File: config.mk
export PLATFORM = sky130hd
export DESIGN_NAME = serial_subtractor_flat
export DESIGN_NICKNAME = d
export VERILOG_FILES = /design/src/rtl/loac_pkg.sv /design/src/rtl/serial_subtractor_if.sv /design/src/rtl/full_adder_1b.sv /design/src/rtl/serial_subtractor.sv /design/src/flat_wrapper.sv
export SDC_FILE = /design/constraint.sdc
export NUM_CORES = 1
export LEC_CHECK = 0
export ABC_AREA = 1
export BUFFER_PORTS_ARGS = -buffer_cell sky130_fd_sc_hd__buf_4
export CELL_PAD_IN_SITES_DETAIL_PLACEMENT = 0
export CELL_PAD_IN_SITES_GLOBAL_PLACEMENT = 1
export CORE_ASPECT_RATIO = 1.5
export CORE_UTILIZATION = 30
export DETAILED_ROUTE_END_ITERATION = 6
export PLACE_DENSITY_LB_ADDON = 0.05
export SYNTH_ARGS = -nofsm -noshare
export SYNTH_HDL_FRONTEND = slang
export SYNTH_SLANG_ARGS = --single-unit
File: constraint.sdc
create_clock -name clk -period 1.6 [get_ports clk]
set_input_delay 0.32 -clock clk [delete_from_list [all_inputs] [get_ports clk]]
set_output_delay 0.32 -clock clk [all_outputs]
set_load 0.01 [all_outputs]
File: src/rtl/loac_pkg.sv
// Shared definitions for the serial arithmetic blocks: default width and the
// subtractor FSM state encoding.
package loac_pkg;

    localparam int N_Bits_DEFAULT = 8;

    typedef enum logic [1:0] {IDLE, SHIFT, DONE} sub_state_t;

endpackage

File: src/rtl/serial_subtractor_if.sv
// Request/result bundle of the bit-serial subtractor; the master issues
// operands, the slave (the subtractor) returns the difference and flags.
interface serial_subtractor_if import loac_pkg::*; #(
    parameter int N_Bits = N_Bits_DEFAULT
);

    // start is honoured only while the subtractor is idle (busy=0, done=0);
    // done pulses for one cycle and Diff/flags stay valid until the next done.
    logic              start;
    logic [N_Bits-1:0] A1;
    logic [N_Bits-1:0] A2;
    logic              busy;
    logic              done;
    logic [N_Bits-1:0] Diff;
    logic              Zero;
    logic              Negative;
    logic              Par;
    logic              Overflow;

    modport master (
        output start, A1, A2,
        input  busy, done, Diff, Zero, Negative, Par, Overflow
    );

    modport slave (
        input  start, A1, A2,
        output busy, done, Diff, Zero, Negative, Par, Overflow
    );

endinterface

File: src/rtl/full_adder_1b.sv
// Single-bit full adder: the only arithmetic cell of the serial datapath.
module full_adder_1b (
    input  logic a,
    input  logic b,
    input  logic cin,
    output logic s,
    output logic cout
);

    assign s    = a ^ b ^ cin;
    assign cout = (a & b) | (a & cin) | (b & cin);

endmodule

File: src/rtl/serial_subtractor.sv
// Bit-serial two's-complement subtractor, Diff = A1 - A2 computed LSB first as
// A1 + ~A2 + 1 through one full-adder cell; result and flags update only on completion.
module serial_subtractor import loac_pkg::*; #(
    parameter int N_Bits = N_Bits_DEFAULT
) (
    input  logic                clk,
    input  logic                rst_n,
    serial_subtractor_if.slave  bus,
    output sub_state_t          dbg_state
);

    localparam int CW = (N_Bits > 1) ? $clog2(N_Bits) : 1;
    localparam logic [CW-1:0] LAST_BIT   = CW'(N_Bits - 1);
    localparam logic [CW-1:0] PENULT_BIT = CW'(N_Bits - 2);

    sub_state_t        state_q;
    sub_state_t        state_d;
    logic [N_Bits-1:0] op_a;
    logic [N_Bits-1:0] op_b;
    logic [N_Bits-1:0] res;
    logic [CW-1:0]     cnt;
    logic              carry;
    logic              c_msb_in;
    logic              sum_bit;
    logic              carry_out;
    logic [N_Bits-1:0] sum_full;

    full_adder_1b u_fa (
        .a    (op_a[0]),
        .b    (op_b[0]),
        .cin  (carry),
        .s    (sum_bit),
        .cout (carry_out)
    );

    // Result as it will look once the current bit is shifted in.
    assign sum_full  = {sum_bit, res[N_Bits-1:1]};
    assign dbg_state = state_q;

    always_ff @(posedge clk or negedge rst_n) begin
        if (!rst_n) state_q <= IDLE;
        else        state_q <= state_d;
    end

    always_comb begin
        state_d = state_q;
        case (state_q)
            IDLE:    if (bus.start) state_d = SHIFT;
            SHIFT:   if (cnt == LAST_BIT) state_d = DONE;
            DONE:    state_d = IDLE;
            default: state_d = IDLE;
        endcase
    end

    always_comb begin
        bus.busy = (state_q == SHIFT);
        bus.done = (state_q == DONE);
    end

    always_ff @(posedge clk or negedge rst_n) begin
        if (!rst_n) begin
            op_a         <= '0;
            op_b         <= '0;
            res          <= '0;
            cnt          <= '0;
            carry        <= 1'b0;
            c_msb_in     <= 1'b0;
            bus.Diff     <= '0;
            bus.Zero     <= 1'b0;
            bus.Negative <= 1'b0;
            bus.Par      <= 1'b0;
            bus.Overflow <= 1'b0;
        end else begin
            if (state_q == IDLE && bus.start) begin
                op_a  <= bus.A1;
                op_b  <= ~bus.A2;
                carry <= 1'b1;
                cnt   <= '0;
            end else if (state_q == SHIFT) begin
                res   <= sum_full;
                carry <= carry_out;
                op_a  <= op_a >> 1;
                op_b  <= op_b >> 1;
                cnt   <= cnt + 1'b1;
                if (cnt == PENULT_BIT) c_msb_in <= carry_out;
                // Signed overflow: carry into the sign bit differs from carry out of it.
                if (cnt == LAST_BIT) begin
                    bus.Diff     <= sum_full;
                    bus.Zero     <= (sum_full == '0);
                    bus.Negative <= sum_bit;
                    bus.Par      <= ~sum_full[0];
                    bus.Overflow <= c_msb_in ^ carry_out;
                end
            end
        end
    end

endmodule
File: src/flat_wrapper.sv
// flat-port wrapper written by rule: the top's interface ports become plain ports
module serial_subtractor_flat import loac_pkg::*;
#(
    parameter int N_Bits = N_Bits_DEFAULT
)
  (clk, rst_n, dbg_state, bus_start, bus_A1, bus_A2, bus_busy, bus_done, bus_Diff, bus_Zero, bus_Negative, bus_Par, bus_Overflow);
  serial_subtractor_if #(.N_Bits(N_Bits)) bus_i ();
  input  logic clk;
  input  logic rst_n;
  output sub_state_t dbg_state;
  input wire logic [$bits(bus_i.start)-1:0] bus_start;
  input wire logic [$bits(bus_i.A1)-1:0] bus_A1;
  input wire logic [$bits(bus_i.A2)-1:0] bus_A2;
  output wire logic [$bits(bus_i.busy)-1:0] bus_busy;
  output wire logic [$bits(bus_i.done)-1:0] bus_done;
  output wire logic [$bits(bus_i.Diff)-1:0] bus_Diff;
  output wire logic [$bits(bus_i.Zero)-1:0] bus_Zero;
  output wire logic [$bits(bus_i.Negative)-1:0] bus_Negative;
  output wire logic [$bits(bus_i.Par)-1:0] bus_Par;
  output wire logic [$bits(bus_i.Overflow)-1:0] bus_Overflow;
  assign bus_i.start = bus_start;
  assign bus_i.A1 = bus_A1;
  assign bus_i.A2 = bus_A2;
  assign bus_busy = bus_i.busy;
  assign bus_done = bus_i.done;
  assign bus_Diff = bus_i.Diff;
  assign bus_Zero = bus_i.Zero;
  assign bus_Negative = bus_i.Negative;
  assign bus_Par = bus_i.Par;
  assign bus_Overflow = bus_i.Overflow;
  serial_subtractor #(.N_Bits(N_Bits)) u_core (.clk(clk), .rst_n(rst_n), .bus(bus_i), .dbg_state(dbg_state));
endmodule
==> summary.txt, run 1 <==
Synth
  • Synth top area share: 0.529
  • Syn Area/Cell: 8.82 um2
  • Cells after synthesis: 220
  • Part of the Yosys area used for sequential elements: 0.529
  • Synth area leader: dfrtp_1
  • Synth Net Count: 243
  • Synth top area cells: dfrtp_1 (53%), nand2_1 (19%), o21ai_2 (4.5%), o21ai_0 (3.1%), nand3b_1 (2.7%)
  • Synth Register Bits: 41
  • Synth warnings: 0
  • Synthesized area: 1940 um2
  • Yosys cell types: 22

Layout
  • Fillers: 668
  • Layout cell share with drive strength beyond 1: 0.261
  • Area grow syn2layout: 23.5%
  • Final Net Count: 283
  • N_diodes: 0

Clocking
  • Resized Gates After CTS: 1
  • Skew-Pair Late Insertion Delay: 0.29 ns
  • CTS tree: built
  • # hold bufs at CTS: 0
  • Clk buf depth: 2
  • Root Buffer: clkbuf_8
  • Inserted Clock Buffers: 5
  • Clock sinks: 41
  • Clock Pin Slew Worst Setup and Hold Paths: 0.08 ns
  • # Post-CTS Setup Buffers: 0
  • H-tree depth: 2

Power
  • Leakage power: around 1.2 nW
  • Power per cell area: slightly below 2000 nW/um2
  • P_int: 2.86 mW
  • Clock share of power: 0.191
  • Sw frac: 0.379
  • Sequential group share of total power: 0.396
  • Peak supply drop: 0.444 mV
  • Net Sw Power: around 1.7 mW
  • Overall power: 4.60 mW
  • Gate power share: 0.413

Timing
  • Clk_skew: 0.00339 ns
  • Setup TNS: 0 ns
  • Final min period: ~1.6 ns
  • Final setup fails: 0
  • Hold Vio Cnt, Final: 0
  • Worst slew margin: 0.444
  • WHS: 0.000598 ns
  • RSZ-0062 raised after global routing: true
  • Pins Over Slew Limit: 0
  • Fmax: 642 MHz
  • Final worst-path cycle share: 0.973
  • Least-Margin Pin Slew: between 0.8 and 0.9 ns

Placed design
  • I/O Buffers: 34
  • DP Wirelength: approximately 2.8 mm
  • RD Place Congestion: 0.708

GRT
  • Number of antenna violations at the first check in global routing: 0
  • First-pass GRT wire length: 6.93 mm
  • Vias in the first global route: 1462
  • GR Overflow Total: 0
  • Largest net degree at the start of global routing: between 40 and 50
  • Total GRT Usage: 0.137

Critical path
  • Slowest cell on the critical path: dfrtp_2
  • Critical Path End Type: primary output
  • Worst-path cell chain: inv_2 > nor2_4 > buf_12 > buf_4
  • Max incr delay on CP: 0.45 ns
  • Worst-path fanout max: 17
  • Startpoint types: flip-flop
  • Setup CP Type: reg -> out
  • Worst Path Required: about 1.3 ns
  • Worst Path Arrival: around 1.2 ns

Routing
  • Final ANT Viol Nets: 0
  • Post-Route WL: 4.14 mm
  • Vias per cell: 4.54
  • Initial DRT Pass Iterations: 4
  • Routed length per instance: 12.4 um
  • Via count: 1522
  • 1st-iter DRT viols: 43
  • Remaining routing DRC violations: 0

Die
  • Core Area: 6170 um2
  • Ports: 35
  • Initial core utilization: 0.314
  • Chip Width: 67.7 um
  • # rows: 35
  • Die area: slightly below 7000 um2
  • Die Height: 101 um

Run
  • Max-cap violations: 0

Worst hold path
  • Hold WC Path Type: in -> async

Run status
  • Status: finished clean
[stage by stage]
stage          instance area, um2  utilization  worst slack, ns  instances
2_1_floorplan                1940            -            0.343        220
4_1_cts                      2390        0.388          0.00543        335
3_3_place_gp                 2280        0.369            0.161        327
3_5_place_dp                 2280        0.369            0.115        327
5_1_grt                      2400        0.388          -0.0274        335
6_report                     2400        0.388           0.0425        335
[cell type report]
cell class              instances  area, um2  share of cell area
flip-flops and latches         41       1030               0.429
multi-input cells             156        771               0.322
repair buffers                 44        343               0.143
well taps                      74       92.6              0.0386
clock buffers                   7       86.3              0.0360
inverters                      12       45.0              0.0188
clock inverters                 1       30.0              0.0125
[cells by family (layout without fill, tap and decap cells)]
family	Yosys count	after routing	synth area share
fa+ha+maj	4	4	0.0297
simple gates	127	127	0.280
compound gates	24	24	0.0825
buf+inv	23	64	0.0741
flops	41	41	0.529
xor+xnor	1	1	0.00451
[critical path: cells and delay by family, from the launching register on]
family / cells / cell delay, ns
flip-flops: 1 / 0.45
buffers and inverters: 3 / 0.36
AND/OR/NAND/NOR: 1 / 0.14
[metal layers]
layer,vias to the layer above,part of all wire,GRT usage
met4,0,0.018,0.0589
met3,5,0.039,0.0305
met5,-,0,0
li1,765,-,-
met2,33,0.49,0.219
met1,719,0.45,0.174
[worst paths after layout]
kind,start,to,slack [ns],cells after the start
setup / recovery,u_core.dbg_state[0],bus_busy,0.04,4
hold / removal,rst_n,u_core.bus.Par,0.0006,1
setup reg to reg,u_core.dbg_state[0],u_core.op_a[4],0.15,3
hold reg to reg,u_core.op_a[7],u_core.op_a[7],0.48,2
max in group asynchronous,rst_n,u_core.dbg_state[0],1.20,1
min in group clk,bus_A2[7],u_core.op_b[7],0.22,2
[layout by cell type, fill, tap and decap left out, drive strengths merged]
| master | count |
|---|---|
| nand2 | 101 |
| fa | 1 |
| o21ai | 23 |
| inv | 12 |
| nor2 | 8 |
| ha | 3 |
| bufinv | 1 |
| clkbuf | 7 |
| o211ai | 1 |
| dfrtp | 41 |
| buf | 44 |
| nand3 | 11 |
| nand3b | 7 |
| xnor2 | 1 |
[registers in the layout, indices dropped and copies added, names as in the netlist]
name	flops
u_core.bus.Diff	7
u_core.res	7
u_core.op_b	8
u_core.bus.Zero	1
u_core.bus.Overflow	1
u_core.op_a	8
u_core.c_msb_in	1
u_core.bus.Negative	1
u_core.carry	1
u_core.bus.Par	1
u_core.cnt	3
u_core.dbg_state	2
[synth_stat cells (all sizes together)]
master  count
clkbuf      3
xnor2       1
o211ai      1
nand2     101
nand3      11
buf         8
fa          1
o21ai      23
nand3b      7
dfrtp      41
nor2        8
ha          3
inv        12
[power by group through the flow]
stage          sequential (mW)  combinational, mW  clock [mW]
3_5_place_dp              1.85               1.95           0
2_1_floorplan             1.85               1.27           0
4_1_cts                   1.83               1.95       0.915
6_report                  1.82               1.90       0.881
5_1_grt                   1.88               2.21       0.945
3_3_place_gp              1.84               1.94           0
Note: power is estimated with default switching activity, not from simulation.
==> run 2: changes to the inputs <==
--- a/config.mk
+++ b/config.mk
@@ -15,4 +15,5 @@
 export PLACE_DENSITY_LB_ADDON = 0.05
 export SYNTH_ARGS = -nofsm -noshare
 export SYNTH_HDL_FRONTEND = slang
+export SYNTH_HIERARCHICAL = 1
 export SYNTH_SLANG_ARGS = --single-unit
==> run 2 against run 1 <==
Against the previous run:
- synthesized area down 6.1%
- largest cell class unchanged
- worst hold slack better by 0.0022 ns
- register-to-register slack better by 0.12 ns
- flip-flop and latch count did not move
- critical path depth unchanged
- power down 5.3%
- first-iteration DRC count is 21% higher
- synthesized cell count down 4.5%
- final area decreased by 4.6%
- final cell count fell by 4.2%
- non-clock buffer count down 3
- count of clock-buffer cells in the layout did not move
==> summary.txt, run 2 <==
Synth
  • Top-count cell post-synth: nand2_1 (unchanged)
  • Yosys cell types: 20 (was 22)
  • Main flop type after synthesis: dfrtp_1 (unchanged)
  • Post-synth EDFFs: 0 (unchanged)
  • Post-synthesis async set-or-reset flop share: 1.00 (unchanged)
  • Synth top area share: 0.563 (was 0.529)
  • Cells after synthesis: 210 (was 220)
  • Part of the Yosys area used for sequential elements: 0.563 (was 0.529)
  • Synthesized area: 1820 um2 (was 1940 um2)
  • Synth area leader: dfrtp_1 (unchanged)
  • Synth warnings: 6 (was 0)
  • Synth Register Bits: 41 (unchanged)
  • Synth Net Count: 233 (was 243)
  • Top cells by instance count after synthesis: nand2_1 (69), dfrtp_1 (41), nand3_1 (26) (was nand2_1 (100), dfrtp_1 (41), o21ai_0 (12))
  • Syn Area/Cell: 8.67 um2 (was 8.82 um2)
  • Synth top area cells: dfrtp_1 (56%), nand2_1 (14%), nand3_1 (7.1%), o21ai_0 (6.9%), inv_1 (3.3%) (was dfrtp_1 (53%), nand2_1 (19%), o21ai_2 (4.5%), o21ai_0 (3.1%), nand3b_1 (2.7%))

Power
  • Sw frac: 0.373 (was 0.379)
  • Clock share of power: 0.200 (was 0.191)
  • Net Sw Power: 1.62 mW (was 1.74 mW)
  • Power per cell area: 1910 nW/um2 (was 1920 nW/um2)
  • Peak supply drop: 0.600 mV (was 0.444 mV)
  • Sequential group share of total power: 0.413 (was 0.396)
  • Gate power share: 0.387 (was 0.413)
  • Leakage power: 1.20 nW (was 1.25 nW)
  • P_int: 2.73 mW (was 2.86 mW)

Critical path
  • Max incr delay on CP: 0.40 ns (was 0.45 ns)
  • Delay-heaviest family, CP: flip-flops (unchanged)
  • Startpoint types: flip-flop (unchanged)
  • Worst Path Arrival: 1.14 ns (was 1.24 ns)
  • CP dominant cell by count: inv_2
  • R2r endpoint: u_core/carry (was u_core.op_a[4])
  • Reg2reg setup slack: 0.27 ns (was 0.15 ns)
  • Bufs and invs on worst path: 3 (unchanged)
  • Worst r2r path cells: 5 (was 3)
  • Setup CP Type: reg -> out (unchanged)
  • Worst-path cell chain: inv_2 > nand2_4 > inv_2 > buf_4 (was inv_2 > nor2_4 > buf_12 > buf_4)
  • Critical path origin: u_core/dbg_state[1] (was u_core.dbg_state[0])
  • Worst flop-to-flop path startpoint: u_core/op_a[0] (was u_core.dbg_state[0])
  • Worst Path Required: 1.28 ns (about the same)
  • Slowest cell on the critical path: dfrtp_1 (was dfrtp_2)
  • Worst-path fanout max: 11 (was 17)
  • Critical Path End Type: primary output (unchanged)

Timing
  • Setup TNS: 0 ns (unchanged)
  • WHS: 0.00281 ns (was 0.000598 ns)
  • Clk_skew: 0.00898 ns (was 0.00339 ns)
  • RSZ-0062 raised after global routing: false (was true)
  • Pins Over Slew Limit: 0 (unchanged)
  • Worst slew margin: 0.643 (was 0.444)
  • Least-Margin Pin Slew: 0.536 ns (was 0.833 ns)
  • Fmax: 684 MHz (was 642 MHz)
  • Final min period: 1.46 ns (was 1.56 ns)
  • Final worst-path cycle share: 0.914 (was 0.973)
  • Final setup fails: 0 (unchanged)
  • Hold Vio Cnt, Final: 0 (unchanged)

Clocking
  • Clock Pin Slew Worst Setup and Hold Paths: 0.08 ns (about the same)
  • Root Buffer: clkbuf_8 (unchanged)
  • CTS tree: built (unchanged)
  • Clk buf depth: 2 (unchanged)
  • Clock sinks: 41 (unchanged)
  • H-tree depth: 2 (unchanged)
  • Inserted Clock Buffers: 5 (unchanged)
  • Skew-Pair Late Insertion Delay: 0.29 ns (about the same)

Worst hold path
  • Hold WC Path Type: in -> async (unchanged)

Routing
  • 1st-iter DRT viols: 52 (was 43)
  • Post-Route WL: 4.04 mm (was 4.14 mm)
  • Via count: 1437 (was 1522)
  • Final ANT Viol Nets: 0 (unchanged)
  • Routed length per instance: 12.6 um (was 12.4 um)
  • Remaining routing DRC violations: 0 (unchanged)
  • Initial DRT Pass Iterations: 4 (unchanged)
  • Vias per cell: 4.48 (was 4.54)

Die
  • Core Area: 5830 um2 (was 6170 um2)
  • # rows: 34 (was 35)
  • Ports: 35 (unchanged)
  • Die Height: 97.4 um (was 101 um)
  • Initial core utilization: 0.313 (was 0.314)
  • Chip Width: 65.6 um (was 67.7 um)
  • Die area: 6390 um2 (was 6800 um2)

GRT
  • Vias in the first global route: 1438 (was 1462)
  • GR Overflow Total: 0 (unchanged)
  • Total GRT Usage: 0.142 (was 0.137)
  • Largest net degree at the start of global routing: 42 (unchanged)
  • Number of antenna violations at the first check in global routing: 0 (unchanged)
  • First-pass GRT wire length: 6.87 mm (was 6.93 mm)

Run status
  • Status: finished clean (unchanged)

Layout
  • Fillers: 598 (was 668)
  • N_diodes: 0 (unchanged)
  • Final Net Count: 271 (was 283)
  • Top flop regs: u_core/bus.Diff (8), u_core/op_a (8), u_core/op_b (8) (was u_core.op_a (8), u_core.op_b (8))
  • Layout cell share with drive strength beyond 1: 0.225 (was 0.261)
  • Area grow syn2layout: 25.5% (was 23.5%)
  • Final Cell Area: 2290 um2 (was 2400 um2)
  • Reg area: 1030 um2 (about the same)
  • Multi-input gate area: 658 um2 (was 771 um2)
  • Commonest non-fill, non-tap cell in the layout: nand2_1 (unchanged)
  • Commonest non-fill, non-tap cells in the layout: nand2_1 (69), dfrtp_1 (41), buf_4 (40), nand3_1 (26), o21ai_0 (25) (was nand2_1 (100), buf_4 (43), dfrtp_1 (39), o21ai_0 (12), inv_1 (11))

Placed design
  • DP Wirelength: 2.80 mm (was 2.79 mm)
  • I/O Buffers: 34 (unchanged)
  • Placed cell area: 2160 um2 (was 2280 um2)
  • RD Place Congestion: 0.699 (was 0.708)

Run
  • Max-cap violations: 0 (unchanged)
[run 2: worst max path at each step]
stage,endpoint,slack (ns),cells past startpoint
floorplan,u_core/bus.Diff[1],0.32,5
global placement,u_core/carry,0.29,5
detailed placement,u_core/carry,0.28,5
CTS,bus_busy,0.04,4
global route,bus_busy,0.06,4
finish,bus_busy,0.14,4
[run 2: layout make-up]
type	instances	area share
tap	72	0.0394
inverter	20	0.0328
timing repair buffer	41	0.140
multi-input combinational	139	0.288
sequential	41	0.449
clock inverter	1	0.0131
clock buffer	7	0.0378
[run 2: logic make-up after synthesis]
| family | Yosys count | share of synthesized area |
|---|---|---|
| compound gates | 28 | 0.0769 |
| xor+xnor | 1 | 0.00481 |
| fa+ha+maj | 4 | 0.0316 |
| buf+inv | 30 | 0.0783 |
| flops | 41 | 0.563 |
| simple gates | 106 | 0.245 |
[run 2: power by group through the flow]
stage | Clock [mW] | Combinational, mW | Sequential, mW
2_1_floorplan | 0 | 1.07 | 1.81
3_5_place_dp | 0 | 1.72 | 1.82
3_3_place_gp | 0 | 1.73 | 1.81
4_1_cts | 0.895 | 1.73 | 1.81
6_report | 0.869 | 1.69 | 1.80
5_1_grt | 0.944 | 1.98 | 1.86
[run 2: per-layer routing]
metal	track usage	vias to the layer above	routed length, um
met5	0	-	0
met4	0.0686	0	48
met3	0.0258	4	96
met2	0.243	23	2140
met1	0.165	672	1750
li1	-	738	-
[run 2: repair_timing]
item | 4_1_cts | 5_1_grt
setup endpoints to repair | 0 | 1
buffers inserted | 0 | 0
endpoints found under the hold margin | 0 | 0
resized for setup | 0 | 1
hold buffers | 0 | 0
[run 2: through the flow]
| step | std cells | utilization | setup WS [ns] | total power, mW |
|---|---|---|---|---|
| floorplan | 210 | - | 0.325 | 2.88 |
| global placement | 313 | 0.371 | 0.289 | 3.54 |
| detailed placement | 313 | 0.371 | 0.279 | 3.54 |
| CTS | 321 | 0.391 | 0.0437 | 4.43 |
| global route | 321 | 0.392 | 0.0588 | 4.79 |
| finish | 321 | 0.392 | 0.137 | 4.36 |
==> run 3: changes to the inputs <==
==> constraint.sdc (replaced) <==
create_clock -name clk -period 1.6 [get_ports clk]
set_input_delay 0.32 -clock clk [delete_from_list [all_inputs] [get_ports clk]]
set_output_delay 0.32 -clock clk [all_outputs]
set_load 0.02 [all_outputs]
==> run 3 against run 2 <==
Against the previous run:
- power fell by 1.7%
- setup slack got worse by 0.025 ns
- via count down 1.2%
- non-clock buffer count stayed put
- critical path type unchanged
- sequential power is essentially flat
- clock skew fell by 0.0042 ns
- sequential share of layout area rose by 0.60 points
- maximum frequency fell by 1.7%
- clock power shrank 22%
==> summary.txt, run 3 (synthesis results as in run 2) <==
Layout
  • Fillers: 628 (was 598)
  • Final Util: 0.387 (was 0.392)
  • Layout cell share with drive strength beyond 1: 0.222 (was 0.225)
  • Area grow syn2layout: 23.8% (was 25.5%)
  • Commonest non-fill, non-tap cells in the layout: nand2_1 (69), dfrtp_1 (41), buf_4 (40), nand3_1 (26), o21ai_0 (25) (unchanged)
  • Top flop regs: u_core/bus.Diff (8), u_core/op_a (8), u_core/op_b (8) (unchanged)
  • Commonest non-fill, non-tap cell in the layout: nand2_1 (unchanged)
  • N_diodes: 0 (unchanged)
  • Final Net Count: 271 (unchanged)

Run status
  • Status: finished clean (unchanged)

Critical path
  • Worst Path Required: 1.28 ns (about the same)
  • Startpoint types: flip-flop (unchanged)
  • Worst-path fanout max: 14 (was 11)
  • Worst Path Arrival: 1.17 ns (was 1.14 ns)
  • Critical Path End Type: primary output (unchanged)
  • Setup CP Type: reg -> out (unchanged)

Power
  • Sequential group share of total power: 0.419 (was 0.413)
  • P_int: 2.57 mW (was 2.73 mW)
  • Net Sw Power: 1.71 mW (was 1.62 mW)
  • Gate power share: 0.422 (was 0.387)
  • Clock share of power: 0.159 (was 0.200)
  • Power per cell area: 1900 nW/um2 (was 1910 nW/um2)
  • Leakage power: 1.18 nW (was 1.20 nW)
  • Peak supply drop: 0.584 mV (was 0.600 mV)
  • Sw frac: 0.400 (was 0.373)

Timing
  • Least-Margin Pin Slew: 0.527 ns (was 0.536 ns)
  • Worst slew margin: 0.649 (was 0.643)
  • Final setup fails: 0 (unchanged)
  • RSZ-0062 raised after global routing: false (unchanged)
  • Hold Vio Cnt, Final: 0 (unchanged)
  • Final min period: 1.49 ns (was 1.46 ns)
  • Fmax: 672 MHz (was 684 MHz)
  • Pins Over Slew Limit: 0 (unchanged)
  • Final worst-path cycle share: 0.930 (was 0.914)
  • Clk_skew: 0.00483 ns (was 0.00898 ns)
  • Setup TNS: 0 ns (unchanged)

Die
  • Core Area: 5830 um2 (unchanged)
  • Initial core utilization: 0.313 (unchanged)
  • Chip Width: 65.6 um (unchanged)
  • Die area: 6390 um2 (unchanged)
  • Die Height: 97.4 um (unchanged)
  • # rows: 34 (unchanged)
  • Ports: 35 (unchanged)

Routing
  • 1st-iter DRT viols: 59 (was 52)
  • Initial DRT Pass Iterations: 4 (unchanged)
  • Via count: 1420 (was 1437)
  • Final ANT Viol Nets: 0 (unchanged)
  • Remaining routing DRC violations: 0 (unchanged)
  • Routed length per instance: 12.2 um (was 12.6 um)
  • Vias per cell: 4.44 (was 4.48)
  • Post-Route WL: 3.92 mm (was 4.04 mm)

Clocking
  • Clock sinks: 41 (unchanged)
  • Clk buf depth: 2 (unchanged)
  • Clock Pin Slew Worst Setup and Hold Paths: 0.07 ns (was 0.08 ns)
  • Resized Gates After CTS: 1 (was 0)
  • H-tree depth: 2 (unchanged)
  • Skew-Pair Late Insertion Delay: 0.29 ns (about the same)
  • # hold bufs at CTS: 0 (unchanged)
  • Root Buffer: clkbuf_8 (unchanged)
  • CTS tree: built (unchanged)
  • Inserted Clock Buffers: 5 (unchanged)
  • # Post-CTS Setup Buffers: 0 (unchanged)

GRT
  • GR Overflow Total: 0 (unchanged)
  • Number of antenna violations at the first check in global routing: 0 (unchanged)
  • Vias in the first global route: 1397 (was 1438)
  • Largest net degree at the start of global routing: 42 (unchanged)
  • Total GRT Usage: 0.140 (was 0.142)
  • First-pass GRT wire length: 6.85 mm (was 6.87 mm)

Placed design
  • RD Place Congestion: 0.723 (was 0.699)
  • DP Wirelength: 2.71 mm (was 2.80 mm)
  • I/O Buffers: 34 (unchanged)

Worst hold path
  • Hold WC Path Type: in -> async (unchanged)

Run
  • Max-cap violations: 0 (unchanged)
run 3: cell count changes in the layout (fill, tap and decap cells not counted), sizes merged:
cell | before | now
bufinv | 1 | 0
run 3: per-stage QoR:
step	cells	hold slack [ns]	setup slack, ns	power (mW)	cell area (um2)
after floorplan	210	0.0244	0.323	3.01	1820
after global routing	320	0.0547	0.0254	4.71	2260
after CTS	320	0.0200	0.0853	4.38	2260
final	320	0.0100	0.112	4.28	2260
after detailed placement	313	0.344	0.264	3.66	2160
after global placement	313	0.351	0.284	3.65	2160
run 3: layout make-up:
class / instances / area [um2] / share of cell area
clock buffers: 7 / 86.3 / 0.0383
inverters: 20 / 75.1 / 0.0333
multi-input cells: 139 / 658 / 0.292
flip-flops and latches: 41 / 1030 / 0.455
well taps: 72 / 90.1 / 0.0399
repair buffers: 41 / 320 / 0.142
run 3: worst paths after layout:
kind | from | end | cells after the start | slack (ns)
setup reg to reg | u_core/op_a[0] | u_core/bus.Zero | 6 | 0.26
max in group asynchronous | rst_n | u_core/op_a[2] | 1 | 1.23
hold / removal | rst_n | u_core/dbg_state[0] | 1 | 0.01
hold reg to reg | u_core/bus.Diff[5] | u_core/bus.Diff[5] | 2 | 0.48
setup / recovery | u_core/dbg_state[1] | bus_busy | 4 | 0.11
min in group clk | bus_A2[7] | u_core/op_b[7] | 2 | 0.21
run 3: power groups by stage:
| stage | clock [mW] | combinational [mW] | sequential [mW] |
|---|---|---|---|
| 2_1_floorplan | 0 | 1.09 | 1.92 |
| 3_3_place_gp | 0 | 1.84 | 1.81 |
| 4_1_cts | 0.725 | 1.85 | 1.81 |
| 3_5_place_dp | 0 | 1.84 | 1.82 |
| 6_report | 0.680 | 1.81 | 1.79 |
| 5_1_grt | 0.747 | 2.10 | 1.86 |
run 3: critical path: stages, from the launching register on:
cell     delay, ns
dfrtp_1       0.40
inv_2         0.13
nand2_4       0.13
inv_2         0.08
buf_4         0.13
run 3: layer usage:
metal  up-vias  track usage  wire [um]
met4         0       0.0602         77
met3         6       0.0282        110
met2        23        0.236       1980
met5         -            0          0
met1       653        0.167       1750
li1        738            -          -
